===== config.mk =====
export PLATFORM = sky130hd
export DESIGN_NAME = id_stage_flat
export DESIGN_NICKNAME = d
export VERILOG_FILES = /design/src/rtl/id_stage_if.sv /design/src/rtl/id_stage.sv /design/src/flat_wrapper.sv
export SDC_FILE = /design/constraint.sdc
export NUM_CORES = 1
export LEC_CHECK = 0
export ABC_AREA = 1
export BUFFER_PORTS_ARGS = -buffer_cell sky130_fd_sc_hd__buf_2
export CAP_MARGIN = 25
export CORE_MARGIN = 2
export CORE_UTILIZATION = 50
export CTS_BUF_LIST = sky130_fd_sc_hd__clkbuf_2 sky130_fd_sc_hd__clkbuf_4 sky130_fd_sc_hd__clkbuf_8
export DETAILED_ROUTE_END_ITERATION = 6
export PLACE_DENSITY = 0.83
export RECOVER_POWER = 50
export SLEW_MARGIN = 30
export SYNTH_ARGS = -nofsm -noshare
export SYNTH_HDL_FRONTEND = slang
export SYNTH_SLANG_ARGS = --single-unit

===== constraint.sdc =====
create_clock -name clk -period 2.05 [get_ports clk]
set_input_delay 0.1025 -clock clk [delete_from_list [all_inputs] [get_ports clk]]
set_output_delay 0.1025 -clock clk [all_outputs]
set_load 0.02 [all_outputs]

===== src/rtl/id_stage_if.sv =====
// id_stage_if: fetch-side and decode-side handshake bundle for id_stage
interface id_stage_if #(
    parameter int DATA_W = 32,
    parameter int REG_AW = 6,
    parameter int CNT_W  = 16
);
    logic              in_valid;
    logic              in_ready;
    logic [DATA_W-1:0] in_instr;
    logic [DATA_W-1:0] in_pc;
    logic              flush;
    logic              out_valid;
    logic              out_ready;
    logic [5:0]        out_opcode;
    logic [REG_AW-1:0] out_rs;
    logic [REG_AW-1:0] out_rt;
    logic [REG_AW-1:0] out_rd;
    logic [5:0]        out_funct;
    logic [DATA_W-1:0] out_imm;
    logic [DATA_W-1:0] out_pc;
    logic              out_is_load;
    logic [CNT_W-1:0]  bubble_cnt;
    modport master (
        output in_valid, in_instr, in_pc, flush, out_ready,
        input  in_ready, out_valid, out_opcode, out_rs, out_rt, out_rd,
               out_funct, out_imm, out_pc, out_is_load, bubble_cnt
    );
    modport slave (
        input  in_valid, in_instr, in_pc, flush, out_ready,
        output in_ready, out_valid, out_opcode, out_rs, out_rt, out_rd,
               out_funct, out_imm, out_pc, out_is_load, bubble_cnt
    );
endinterface


===== src/rtl/id_stage.sv =====
// id_stage: decode stage with load-use bubble insertion ahead of the register file
module id_stage #(
    parameter int DATA_W = 32,
    parameter int REG_AW = 6,
    parameter int CNT_W  = 16
) (
    input logic     clk,
    input logic     rst_n,
    id_stage_if.slave bus
);
    logic [5:0]        opc;
    logic [4:0]        rs5, rt5, rd5;
    logic [REG_AW-1:0] rs, rt, rd;
    logic [DATA_W-1:0] imm;
    logic              reads_rt, is_lw, hazard, adv, acc;
    logic              ld_pend;
    logic [REG_AW-1:0] ld_dst;
    logic              unused_bits;
    assign unused_bits = ^bus.in_instr[10:6];
    always_comb begin
        opc      = bus.in_instr[31:26];
        rs5      = bus.in_instr[25:21];
        rt5      = bus.in_instr[20:16];
        rd5      = opc == 6'h00 ? bus.in_instr[15:11] : opc == 6'h02 ? 5'd0 : opc == 6'h03 ? 5'd31 : rt5;
        rs       = REG_AW'(rs5);
        rt       = REG_AW'(rt5);
        rd       = REG_AW'(rd5);
        imm      = opc inside {6'h0C, 6'h0D, 6'h0E} ? DATA_W'(bus.in_instr[15:0]) : DATA_W'($signed(bus.in_instr[15:0]));
        reads_rt = opc inside {6'h00, 6'h04, 6'h05, 6'h2B};
        is_lw    = opc == 6'h23;
        // ld_dst is never 0 while ld_pend is set, so $0 cannot stall
        hazard   = bus.in_valid && ld_pend && (rs == ld_dst || (reads_rt && rt == ld_dst));
        adv      = !bus.out_valid || bus.out_ready;
        acc      = bus.in_valid && !bus.flush && !hazard && adv;
        bus.in_ready = !bus.flush && !hazard && adv;
    end
    always_ff @(posedge clk or negedge rst_n) begin
        if (!rst_n) begin
            bus.out_valid   <= 1'b0;
            bus.out_opcode  <= '0;
            bus.out_rs      <= '0;
            bus.out_rt      <= '0;
            bus.out_rd      <= '0;
            bus.out_funct   <= '0;
            bus.out_imm     <= '0;
            bus.out_pc      <= '0;
            bus.out_is_load <= 1'b0;
            bus.bubble_cnt  <= '0;
            ld_pend         <= 1'b0;
            ld_dst          <= '0;
        end else if (bus.flush) begin
            bus.out_valid <= 1'b0;
            ld_pend       <= 1'b0;
        end else if (adv) begin
            bus.out_valid <= acc;
            ld_pend       <= acc && is_lw && rt5 != 5'd0;
            ld_dst        <= rt;
            if (hazard && bus.bubble_cnt != '1) bus.bubble_cnt <= bus.bubble_cnt + 1'b1;
            if (acc) begin
                bus.out_opcode  <= opc;
                bus.out_rs      <= rs;
                bus.out_rt      <= rt;
                bus.out_rd      <= rd;
                bus.out_funct   <= bus.in_instr[5:0];
                bus.out_imm     <= imm;
                bus.out_pc      <= bus.in_pc;
                bus.out_is_load <= is_lw;
            end
        end
    end
endmodule


===== src/flat_wrapper.sv =====
// flat-port wrapper written by rule: the top's interface ports become plain ports
module id_stage_flat 
#(
    parameter int DATA_W = 32,
    parameter int REG_AW = 6,
    parameter int CNT_W  = 16
)
  (clk, rst_n, bus_in_valid, bus_in_instr, bus_in_pc, bus_flush, bus_out_ready, bus_in_ready, bus_out_valid, bus_out_opcode, bus_out_rs, bus_out_rt, bus_out_rd, bus_out_funct, bus_out_imm, bus_out_pc, bus_out_is_load, bus_bubble_cnt);
  id_stage_if #(.DATA_W(DATA_W), .REG_AW(REG_AW), .CNT_W(CNT_W)) bus_i ();
  input logic clk;
  input logic rst_n;
  input wire logic [$bits(bus_i.in_valid)-1:0] bus_in_valid;
  input wire logic [$bits(bus_i.in_instr)-1:0] bus_in_instr;
  input wire logic [$bits(bus_i.in_pc)-1:0] bus_in_pc;
  input wire logic [$bits(bus_i.flush)-1:0] bus_flush;
  input wire logic [$bits(bus_i.out_ready)-1:0] bus_out_ready;
  output wire logic [$bits(bus_i.in_ready)-1:0] bus_in_ready;
  output wire logic [$bits(bus_i.out_valid)-1:0] bus_out_valid;
  output wire logic [$bits(bus_i.out_opcode)-1:0] bus_out_opcode;
  output wire logic [$bits(bus_i.out_rs)-1:0] bus_out_rs;
  output wire logic [$bits(bus_i.out_rt)-1:0] bus_out_rt;
  output wire logic [$bits(bus_i.out_rd)-1:0] bus_out_rd;
  output wire logic [$bits(bus_i.out_funct)-1:0] bus_out_funct;
  output wire logic [$bits(bus_i.out_imm)-1:0] bus_out_imm;
  output wire logic [$bits(bus_i.out_pc)-1:0] bus_out_pc;
  output wire logic [$bits(bus_i.out_is_load)-1:0] bus_out_is_load;
  output wire logic [$bits(bus_i.bubble_cnt)-1:0] bus_bubble_cnt;
  assign bus_i.in_valid = bus_in_valid;
  assign bus_i.in_instr = bus_in_instr;
  assign bus_i.in_pc = bus_in_pc;
  assign bus_i.flush = bus_flush;
  assign bus_i.out_ready = bus_out_ready;
  assign bus_in_ready = bus_i.in_ready;
  assign bus_out_valid = bus_i.out_valid;
  assign bus_out_opcode = bus_i.out_opcode;
  assign bus_out_rs = bus_i.out_rs;
  assign bus_out_rt = bus_i.out_rt;
  assign bus_out_rd = bus_i.out_rd;
  assign bus_out_funct = bus_i.out_funct;
  assign bus_out_imm = bus_i.out_imm;
  assign bus_out_pc = bus_i.out_pc;
  assign bus_out_is_load = bus_i.out_is_load;
  assign bus_bubble_cnt = bus_i.bubble_cnt;
  id_stage #(.DATA_W(DATA_W), .REG_AW(REG_AW), .CNT_W(CNT_W)) u_core (.clk(clk), .rst_n(rst_n), .bus(bus_i));
endmodule

After elaboration in Yosys (flattened, before gate mapping)
Cells that the tools add are included.
{ "op_classes": {"n_addsub": 1, "eq_ne": 12, "mux": 8, "n_bitwise": 1, "n_reduce_logical": 24} }
{ "ops": {"columns": ["op", "n"], "rows": [
  ["two-way mux 32 bit", 1],
  ["equality test 6 x 4 -> 1 bit (second input constant)", 3],
  ["adder 16 x 1 -> 16 bit (second input constant)", 1],
  ["!= test 16 bit (second input constant)", 1],
  ["two-way mux 5 bit", 3],
  ["equality test 6 x 2 -> 1 bit (second input constant)", 2],
  ["equality test 6 x 3 -> 1 bit (second input constant)", 2],
  ["equality test 6 bit (second input constant)", 2],
  ["logical AND 1 bit", 11],
  ["equality test 5 bit", 2],
  ["zero test 6 bit", 1],
  ["AND reduction 3 bit", 2],
  ["nonzero test 5 bit", 1],
  ["two-way mux 1 bit", 4],
  ["nonzero test 4 bit", 1],
  ["zero test 1 bit", 3],
  ["nonzero test 3 bit", 1],
  ["logical OR 1 bit", 2],
  ["AND reduction 2 bit", 1],
  ["nonzero test 2 bit", 1],
  ["NOT 1 bit", 1]
]} }
{ "totals": {"register_bits": 115, "in_bits": 69, "wordCells": 58} }

Logic depth before layout (Yosys ltp)
Gate-level depths: netlist of the first run.
{ "depth": {"depth_word": 12, "depth_mapped": 12, "ltp_nobuf": 11} }

Least setup slack after synthesis of the first run
No wires, ideal clock.
{ "synth_timing": {"kind": "register -> register", "startpoint": "reg u_core.bus.bubble_cnt[0] (netlist bit)", "endpoint": "reg u_core.bus.bubble_cnt[6] (netlist bit)", "arrival_ns": 1.716, "required_ns": 1.932, "slack_ns": 0.217, "stages_incl_launch_ff": 12, "cell_sequence": "dfrtp_1 > ha_1 > nand3_1 > nor2_2 > nand3_2 > nor2_2 > nand2_1 > nand2_1 > nor2_2 > buf_4 > nand3b_1 > nand2_1"} }
{ "synth_between": {"elab_chain_cells": 3, "word_cells_on_any_way": 4, "classes_between": "add/sub: 1; eq/ne: 1; reduce/logical: 2"} }
{ "synth_rtl": {"columns": ["element", "line", "source"], "rows": [
  ["from (decl)", "id_stage_if.sv:31", "out_funct, out_imm, out_pc, out_is_load, bubble_cnt"],
  ["from (signal assigned)", "id_stage.sv:58", "if (hazard && bus.bubble_cnt != '1) bus.bubble_cnt <= bus.bubble_cnt + 1'b1;"],
  ["parallel branches: the longest is 3 deep, another holds adder 16 x 1 -> 16 bit", null, null]
]} }
Parallel ways; which one is timed is not known.
A chain may end at the register's enable or synchronous reset.

Worst setup path after layout of the first run
{ "layout_timing": {"startpoint": "reg u_core.bus.bubble_cnt[1] (netlist bit)", "endpoint": "reg u_core.bus.bubble_cnt[2] (netlist bit)"} }
The elaborated chain is that of the path after synthesis.

==> impl_metrics.json, run 1 <==
{
  "critPathSlowestCell": "nor2_2",
  "setup_tns_ps": 0,
  "ir_drop_v": 0.000504,
  "dpl_worst_slack_ps": -157,
  "required_ps": 2340,
  "grt_pass1_wl_um": 19700,
  "multiInputGateArea_um2": 1660,
  "rsz0062_at_grt": "yes",
  "ys_seq_area_share_pct": 53.0,
  "tightest_slew_ps": 915,
  "hold_path.class": "input pin to register",
  "fillers": 717,
  "vias": 4305,
  "worstPathCellList": "ha_1, nand3_1, nor2_2, nand3_2, nor2_2, nand2_1, nand2_1, nor2_2, nand3_1, nand2_1",
  "die-area_um2": 9650,
  "gp_congestion": 0.857,
  "synthCells": 528,
  "report.power.total_w": 0.00456,
  "drive_above_1_share_pct": 19.4,
  "routed_wirelength_um": 12000,
  "criticalPathCategory": "register to register",
  "synth_edf_count": 0,
  "antenna_found_initial": 0,
  "synth_largest_area_cell": "dfrtp_1",
  "fin_area_um2": 5900,
  "portBuffers": 178,
  "leakage_nw": 3.11,
  "fin_ws_ps": 107,
  "overflow": 0,
  "die_y_um": 98.2,
  "syn_avg_cell_area_um2": 8.41,
  "dr.pass1.iters": 5,
  "htreeDepth": 3,
  "setup-violations-final": 0,
  "tritoncts": "built",
  "cts_root_buffer": "clkbuf_8",
  "cts_buffers": 9,
  "place_area_um2": 5290,
  "r2r_slack_ps": 110,
  "syn-cell-area_um2": 4440,
  "viasPerCell": 5.05,
  "seqCellArea_um2": 2350,
  "grt_usage_pct": 25.0,
  "io_pins": 182,
  "initial_core_util_pct": 51.2,
  "dpl.hpwl_um": 8010,
  "skew_ps": 9.19,
  "antenna_cells": 0,
  "yosysUniqueCellTypes": 31,
  "grt_pass1_vias": 4360,
  "status": "completed",
  "layout_min_cycle_time_ps": 1940,
  "area_delta_synth_final_pct": 32.9,
  "r2r_cells": 10,
  "synth_top_area_share_pct": 53.0,
  "first_iter_violations": 248,
  "coreArea_um2": 8680,
  "detail_route.wl_per_cell_um": 14.1,
  "yosysWarnings": 0,
  "cp_max_fo": 15,
  "numClockSinks": 94,
  "die_w_um": 98.2,
  "final-hold-violation-count": 0,
  "slew_headroom_pct": 39.0,
  "r2r_start": "u_core.bus.bubble_cnt[1]",
  "period_share_pct": 94.8,
  "start_kind": "register",
  "cpPeakStageDelay_ps": 540,
  "endpoint_kind": "register",
  "antenna_left": 0,
  "whs_path_depth": 3,
  "clock_path_buffers": 2,
  "cp_data_arrival_time_ps": 2230,
  "clock_latency_ps": 360,
  "cts.clk_slew.worst_paths_ps": 90,
  "ys.flop_type": "dfrtp_1",
  "r2r-end": "u_core.bus.bubble_cnt[2]",
  "row_count": 34,
  "drv_cap": 0,
  "fin_nets": 809,
  "grt_max_degree": 89,
  "post-route-drc-count": 0,
  "synth_area_leaders": "dfrtp_1 (53%), nand2_1 (16%), nand3_1 (7.9%), buf_4 (5.1%), o21ai_0 (2.8%)",
  "hp-start": "bus_in_instr[30]",
  "max_freq_ghz": 0.515,
  "async_reset_ff_share_pct": 100,
  "ys_ff_latch": 94,
  "slew_violations": 0,
  "hold_end": "u_core.bus.out_opcode[4]",
  "power_per_cell_area_nw_per_um2": 773
}
==> placed cells by master (no fill, tap or decap), types with 2 or more instances in the layout <==
| cell type | n |
|---|---|
| a22oi_1 | 5 |
| buf_12 | 2 |
| buf_2 | 96 |
| buf_4 | 14 |
| clkbuf_1 | 81 |
| clkbuf_2 | 2 |
| clkbuf_4 | 2 |
| clkbuf_8 | 10 |
| conb_1 | 3 |
| dfrtp_1 | 94 |
| dlygate4sd3_1 | 50 |
| inv_1 | 29 |
| inv_2 | 3 |
| inv_6 | 2 |
| nand2_1 | 188 |
| nand3_1 | 70 |
| nand3_2 | 2 |
| nand3b_1 | 2 |
| nor2_1 | 18 |
| nor2_2 | 4 |
| nor3_1 | 3 |
| o21ai_0 | 22 |
| o21ai_1 | 11 |
| xnor2_1 | 3 |
| xor2_1 | 14 |
==> per-layer routing <==
layer | track usage, % | routed length, um
met5 | 0 | 0
met4 | 10.9 | 326
met3 | 6.01 | 851
met2 | 41.1 | 5840
met1 | 31.7 | 4970
==> report_power, final <==
part | total (W) | leakage (nW) | switching (W) | internal (W)
Combinational | 0.00118 | 1.87 | 0.000795 | 0.000388
Sequential | 0.00223 | 1.14 | 0.000152 | 0.00208
Clock | 0.00115 | 0.0942 | 0.000640 | 0.000509
Total | 0.00456 | 3.11 | 0.00159 | 0.00297
==> sequential cells by signal, indices dropped and copies added, names as in the netlist <==
register                count
u_core.bus.out_imm         17
u_core.ld_pend              1
u_core.bus.bubble_cnt      16
u_core.bus.out_pc          32
u_core.bus.out_rd           5
u_core.bus.out_rs           5
u_core.bus.out_rt           5
u_core.bus.out_is_load      1
u_core.ld_dst               5
u_core.bus.out_valid        1
u_core.bus.out_opcode       6
==> critical path: cells and delay by family, from the launching register on <==
| kind | cells | cell delay (ps) |
|---|---|---|
| adders and majority gates | 1 | 210 |
| DFF | 1 | 420 |
| and+or+nand+nor | 9 | 1260 |
==> area by class of cell <==
class / instances / share of cell area (%)
clock buffers: 12 / 2.59
repair buffers: 246 / 24.6
clock inverters: 4 / 0.509
well taps: 108 / 2.29
flip-flops and latches: 94 / 39.9
inverters: 32 / 2.04
multi-input cells: 356 / 28.1
==> stage by stage <==
step	cells	utilization [%]	hold slack (ps)
3_5_place_dp	785	61.0	88.2
5_1_grt	852	68.0	5.54
2_1_floorplan	530	-	-193
3_3_place_gp	785	61.0	87.3
4_1_cts	851	69.0	3.91
6_report	852	68.0	18.3
==> worst max path at each step <==
stage | depth (start not counted) | start | slack [ps] | to
final | 10 | u_core.bus.bubble_cnt[1] | 110 | u_core.bus.bubble_cnt[2]
after detailed placement | 11 | u_core.bus.bubble_cnt[1] | -160 | u_core.bus.bubble_cnt[12]
after global placement | 11 | u_core.bus.bubble_cnt[1] | -50 | u_core.bus.bubble_cnt[2]
after CTS | 7 | u_core.bus.out_valid | 30 | bus_in_ready
after global routing | 10 | u_core.ld_dst[4] | -20 | bus_in_ready
after floorplan | 11 | u_core.bus.bubble_cnt[0] | 220 | u_core.bus.bubble_cnt[6]
==> cells by family (layout without fill, tap and decap cells) <==
kind of cell | after synthesis | count (layout) | share of synthesized area [%]
compound gates | 42 | 42 | 5.21
xor+xnor | 17 | 17 | 3.35
fa+ha+maj | 1 | 1 | 0.282
buf+inv | 81 | 294 | 10.4
flops | 94 | 94 | 53.0
other cells | 1 | 3 | 0.0845
simple gates | 292 | 293 | 27.7
==> cell usage after synthesis (2+ instances only) <==
library cell and instances:
nor2_1 19, clkbuf_1 6, buf_2 6, nand2_1 188
buf_1 2, a22oi_1 5, inv_2 3, dfrtp_1 94
xor2_1 14, nand3_1 70, xnor2_1 3, nor2_2 3
buf_6 5, buf_4 30, nand3b_1 2, o21ai_0 25
o21ai_1 8, inv_1 29, nand3_2 2, nor3_1 3
==> repair_timing <==
item,CTS,global route
resized for setup,2,8
pin swaps,0,2
endpoints found under the hold margin,82,0
setup endpoints to repair,17,7
hold buffers,50,0
gates cloned,0,1
buffers inserted,0,0
(Power assumes the default switching activity.)
==> run 2: changes to the inputs <==
Settings changed: CORE_UTILIZATION 50 to 54, PLACE_DENSITY 0.83 to 0.88.
Clock period 2.05 ns to 2.51 ns, I/O delays scaled along.
==> run 2 against run 1 <==
Critical path depth up 1. Sequential share of layout area is 0.82 points higher. Maximum frequency is 6.1% lower. Core utilization up 3.4 points. Register-to-register slack better by 330 ps. Sequential cell count unchanged. Combinational power shrank 19%. Largest cell class unchanged. Highest routed layer unchanged.
==> impl_metrics.json, run 2 (synthesis gave the netlist of run 1 again) <==
{
  "portBuffers": 178,
  "leakage_nw": 3.03,
  "slew_headroom_pct": 10.2,
  "die_w_um": 94.7,
  "area_delta_synth_final_pct": 30.2,
  "gp_congestion": 0.855,
  "initial_core_util_pct": 54.9,
  "cp_max_fo": 30,
  "hold_end": "u_core.ld_dst[3]",
  "row_count": 33,
  "drv_cap": 0,
  "criticalPathCategory": "register to register",
  "critPathSlowestCell": "nor2_4",
  "hp-start": "bus_in_instr[19]",
  "drive_above_1_share_pct": 17.1,
  "cts.clk_slew.worst_paths_ps": 90,
  "routed_wirelength_um": 12400,
  "post-route-drc-count": 0,
  "setup_tns_ps": 0,
  "cpPeakStageDelay_ps": 500,
  "start_kind": "register",
  "reg_top3": "u_core.bus.out_pc (32), u_core.bus.out_imm (17), u_core.bus.bubble_cnt (16)",
  "cts_resized": 0,
  "period_share_pct": 82.5,
  "grt_pass1_vias": 4037,
  "die_y_um": 94.7,
  "cp.buffers_inverters": 0,
  "slew_violations": 0,
  "tightest_slew_ps": 1350,
  "dpl.hpwl_um": 7840,
  "tritoncts": "built",
  "dr.pass1.iters": 5,
  "ir_drop_v": 0.000395,
  "coreArea_um2": 8090,
  "cts_buffers": 9,
  "htreeDepth": 3,
  "antenna_left": 0,
  "setup-violations-final": 0,
  "worstPathCellList": "ha_1, nand3_1, nor2_2, nand3_2, nor2_2, nand2_1, nand2_1, nor2_4, nand2_1, nand2_1, nand2_1",
  "antenna_cells": 0,
  "skew_ps": 13.8,
  "report.power.total_w": 0.00403,
  "numClockSinks": 94,
  "r2r_start": "u_core.bus.bubble_cnt[0]",
  "clock_latency_ps": 360,
  "cp_data_arrival_time_ps": 2320,
  "r2r_cells": 11,
  "grt_usage_pct": 28.2,
  "antenna_found_initial": 0,
  "overflow": 0,
  "r2r_slack_ps": 440,
  "status": "completed",
  "required_ps": 2760,
  "layout_min_cycle_time_ps": 2070,
  "grt_pass1_wl_um": 19400,
  "whs_path_depth": 3,
  "endpoint_kind": "register",
  "viasPerCell": 5.15,
  "final_cell_mix": "nand2_1 (188), dfrtp_1 (94), buf_2 (89)",
  "grt_max_degree": 64,
  "detail_route.wl_per_cell_um": 15.0,
  "rsz0062_at_grt": "no",
  "largest_reg_flops": 32,
  "crit_family": "simple AND/OR/NAND/NOR gates",
  "cpMostUsedCell": "nand2_1",
  "final_common_cell": "nand2_1",
  "io_pins": 182,
  "clock_path_buffers": 2,
  "power_per_cell_area_nw_per_um2": 696,
  "max_freq_ghz": 0.483,
  "regMostFlops": "u_core.bus.out_pc",
  "r2r-end": "u_core.bus.bubble_cnt[2]",
  "fin_nets": 789,
  "hold_path.class": "input pin to register",
  "vias": 4273,
  "die-area_um2": 8960,
  "cts_root_buffer": "clkbuf_8",
  "first_iter_violations": 266,
  "final-hold-violation-count": 0
}
## run 2: cell count changes in the layout (fill, tap and decap cells not counted), moves of 2 or more
cell,change
o21ai_1,-3
clkbuf_1,+7
nor2_2,-2
buf_4,-10
buf_2,-7
o21ai_0,+3
bufinv_16,+3
dlygate4sd3_1,-8
## run 2: where the power goes
part           total (W)  switching, W  internal, W
Combinational   0.000961      0.000658     0.000304
Clock            0.00124      0.000556     0.000684
Sequential       0.00182      0.000128      0.00170
Total            0.00403       0.00134      0.00268
## run 2: final cells by class
cell class	instances	area, um^2
sequential	94	2350
inverter	32	120
tap	105	131
fill	643	2310
timing repair buffer	227	1280
clock inverter	6	118
clock buffer	10	131
multi-input combinational	355	1650
## run 2: worst register-to-register path, stage by stage, from the launching register on
cell     delay (ps)
dfrtp_1         440
ha_1            250
nand3_1         140
nor2_2           70
nand3_2          80
nor2_2           60
nand2_1          60
nand2_1          90
nor2_4          500
nand2_1         130
nand2_1          90
nand2_1          40
## run 2: stage by stage
stage	hold slack [ps]	worst slack, ps	instances	instance area [um^2]	utilization [%]
after floorplan	-170	677	530	4450	-
after global placement	214	286	771	5230	64.6
after detailed placement	221	183	771	5230	64.6
after CTS	1.89	173	829	5900	72.9
after global routing	13.5	184	829	5780	71.4
final	14.8	440	829	5780	71.4
## run 2: layer usage
metal,vias to the layer above,GRT usage (%),part of all wire (%)
met5,-,0,0
met4,0,10.5,2.3
li1,2029,-,-
met3,30,6.38,9.0
met1,1988,35.9,40
met2,226,47.3,49
## run 2: worst max-delay path by stage
stage	to	startpoint	slack, ps	cells after the start
6_report	u_core.bus.bubble_cnt[2]	u_core.bus.bubble_cnt[0]	440	11
5_1_grt	u_core.bus.bubble_cnt[6]	u_core.bus.bubble_cnt[0]	180	11
4_1_cts	u_core.bus.bubble_cnt[2]	u_core.bus.bubble_cnt[0]	170	11
3_5_place_dp	u_core.bus.bubble_cnt[2]	u_core.bus.bubble_cnt[0]	180	11
3_3_place_gp	u_core.bus.bubble_cnt[2]	u_core.bus.bubble_cnt[0]	290	11
2_1_floorplan	u_core.bus.bubble_cnt[6]	u_core.bus.bubble_cnt[0]	680	11
## run 2: what timing repair did
| action | CTS | global route |
|---|---|---|
| hold endpoints to repair | 96 | 0 |
| setup buffers | 0 | 0 |
| hold buffers | 42 | 0 |
==> run 3: changes to the inputs <==
Settings changed: ABC_AREA 1 to 0, CORE_UTILIZATION 54 to 44, PLACE_DENSITY 0.88 to 0.78.
Clock period 2.51 ns to 1.8 ns, I/O delays scaled along.
==> run 3 against run 2 <==
The run now ends with negative setup slack left. Routed wire length is 2.8% lower. Sequential cell count stayed put. Non-clock buffer count grew 53. Critical path type unchanged. Critical endpoint is now u_core.bus.out_imm[1]. Highest routed layer unchanged.
==> impl_metrics.json, run 3 <==
{
  "post-route-drc-count": 0,
  "portBuffers": 178,
  "final_cell_mix": "buf_2 (166), dfrtp_1 (93), dlygate4sd3_1 (55)",
  "fin_nets": 638,
  "grt_pass1_wl_um": 17800,
  "yosysUniqueCellTypes": 37,
  "hold_path.class": "input pin to register",
  "viasPerCell": 5.11,
  "setup-violations-final": 89,
  "multiInputGateArea_um2": 1790,
  "ys_seq_area_share_pct": 57.2,
  "yosysMostFrequentCell": "dfrtp_1",
  "grt_max_degree": 52,
  "synthCells": 308,
  "holdWs_ps": 17.8,
  "crit_family": "buffers and inverters",
  "cts_buffers": 9,
  "critPathSlowestCell": "dfrtp_1",
  "async_reset_ff_share_pct": 100,
  "required_ps": 2030,
  "cpPeakStageDelay_ps": 400,
  "slew_violations": 0,
  "status": "finished, violations left",
  "clock_latency_ps": 350,
  "whs_path_depth": 3,
  "path_depth": 8,
  "cts_root_buffer": "clkbuf_8",
  "drive_above_1_share_pct": 53.2,
  "final-hold-violation-count": 0,
  "first_iter_violations": 86,
  "rsz0062_at_grt": "yes",
  "cp_max_fo": 9,
  "tritoncts": "built",
  "dpl.hpwl_um": 7060,
  "drv_cap": 0,
  "die-area_um2": 10100,
  "fin_cells": 682,
  "initial_core_util_pct": 44.9,
  "violations": "negative setup slack",
  "setup_tns_ps": -17260,
  "synth_edf_count": 0,
  "worstPathCellList": "xor2_1, nor4_2, a31o_2, nor2_4, buf_12, buf_8, buf_12, mux2_4",
  "reg_top3": "u_core.bus.out_pc (32), u_core.bus.out_imm (17), u_core.bus.bubble_cnt (16)",
  "dr.pass1.iters": 4,
  "criticalPathCategory": "register to register",
  "routed_wirelength_um": 12100,
  "die_y_um": 101,
  "row_count": 35,
  "cp_data_arrival_time_ps": 2320,
  "synth_area_leaders": "dfrtp_1 (57%), mux2_1 (18%), buf_4 (4.4%), xnor2_1 (4.3%), mux2_2 (2.7%)",
  "power_per_cell_area_nw_per_um2": 895,
  "start_kind": "register",
  "regMostFlops": "u_core.bus.out_pc",
  "largest_reg_flops": 32,
  "antenna_found_initial": 1,
  "dpl_worst_slack_ps": -160,
  "skew_ps": 11.8,
  "dp_cells": 591,
  "detail_route.wl_per_cell_um": 17.7,
  "synthTopCellsByCount": "dfrtp_1 (94), mux2_1 (66), buf_4 (24)",
  "layout_min_cycle_time_ps": 2090,
  "final_common_cell": "buf_2",
  "slew_headroom_pct": 50.7,
  "cpMostUsedCell": "buf_12",
  "period_share_pct": 116,
  "vias": 3482,
  "leakage_nw": 3.22,
  "syn-cell-area_um2": 4110,
  "grt_pass1_vias": 3519,
  "synth_top_area_share_pct": 57.2,
  "htreeDepth": 3,
  "gp_congestion": 0.827,
  "ys_ff_latch": 94,
  "grt_usage_pct": 22.9,
  "area_delta_synth_final_pct": 58.0,
  "coreArea_um2": 9150,
  "overflow": 0,
  "antenna_cells": 0,
  "fin_ws_ps": -293,
  "numClockSinks": 94,
  "seqCellArea_um2": 2350,
  "ys.flop_type": "dfrtp_1",
  "io_pins": 182,
  "die_w_um": 101,
  "max_freq_ghz": 0.478,
  "r2r_cells": 8,
  "syn_avg_cell_area_um2": 13.4,
  "clock_path_buffers": 2,
  "synth_largest_area_cell": "dfrtp_1",
  "yosysWarnings": 0,
  "cts.clk_slew.worst_paths_ps": 80,
  "fillers": 623,
  "report.power.total_w": 0.00582,
  "tightest_slew_ps": 740,
  "cp.buffers_inverters": 3,
  "endpoint_kind": "register",
  "ir_drop_v": 0.000611,
  "antenna_left": 0
}
run 3: cells by family after synthesis:
family / count (synthesis) / share of synthesized area, %
flops: 94 / 57.2
mux: 76 / 20.8
simple gates: 60 / 8.18
buf+inv: 35 / 5.78
xor+xnor: 25 / 5.32
compound gates: 16 / 2.34
fa+ha+maj: 1 / 0.304
other cells: 1 / 0.0912
run 3: final timing paths:
check | start | end | slack, ps
setup / recovery | u_core.ld_dst[1] | u_core.bus.out_imm[1] | -290
hold / removal | bus_out_ready | u_core.ld_pend | 20
setup reg to reg | u_core.ld_dst[1] | u_core.bus.out_imm[1] | -290
hold reg to reg | u_core.bus.out_rs[1] | u_core.bus.out_rs[1] | 490
max in group asynchronous | rst_n | u_core.bus.out_pc[23] | 220
min in group asynchronous | rst_n | u_core.bus.out_rt[1] | 330
run 3: repair_timing:
action                                  CTS  global route
endpoints found under the setup margin   85            89
pin swaps                                16            12
hold endpoints to repair                 82             0
cloned                                    6             2
setup buffers                            10             6
gates resized for setup                  60            29
hold buffers                             55             0
run 3: tightest hold or removal path, stage by stage:
cell	delay, ps
buf_2	80
nand3b_1	100
a21oi_1	50
run 3: routing by layer:
metal	GRT usage, %	vias up	part of all wire [%]
li1	-	1569	-
met4	9.17	0	2.5
met3	4.99	28	6.0
met5	0	-	0
met1	27.4	1722	40
met2	40.0	163	51
run 3: area by class of cell:
cell class / instances / area share, %
well taps: 111 / 2.14
flip-flops and latches: 94 / 36.2
clock buffers: 10 / 2.12
inverters: 2 / 0.115
multi-input cells: 181 / 27.5
clock inverters: 4 / 1.12
repair buffers: 280 / 30.8
run 3: per-stage QoR:
| stage | cell area (um^2) | util, % |
|---|---|---|
| global route | 6500 | 71.0 |
| global placement | 5140 | 56.1 |
| detailed placement | 5140 | 56.1 |
| floorplan | 4120 | - |
| finish | 6500 | 71.0 |
| CTS | 6340 | 69.2 |
run 3: power by group:
group	internal [W]	switching (W)
sequential	0.00240	0.000180
clock	0.000804	0.000713
combinational	0.000820	0.000907
total	0.00402	0.00180
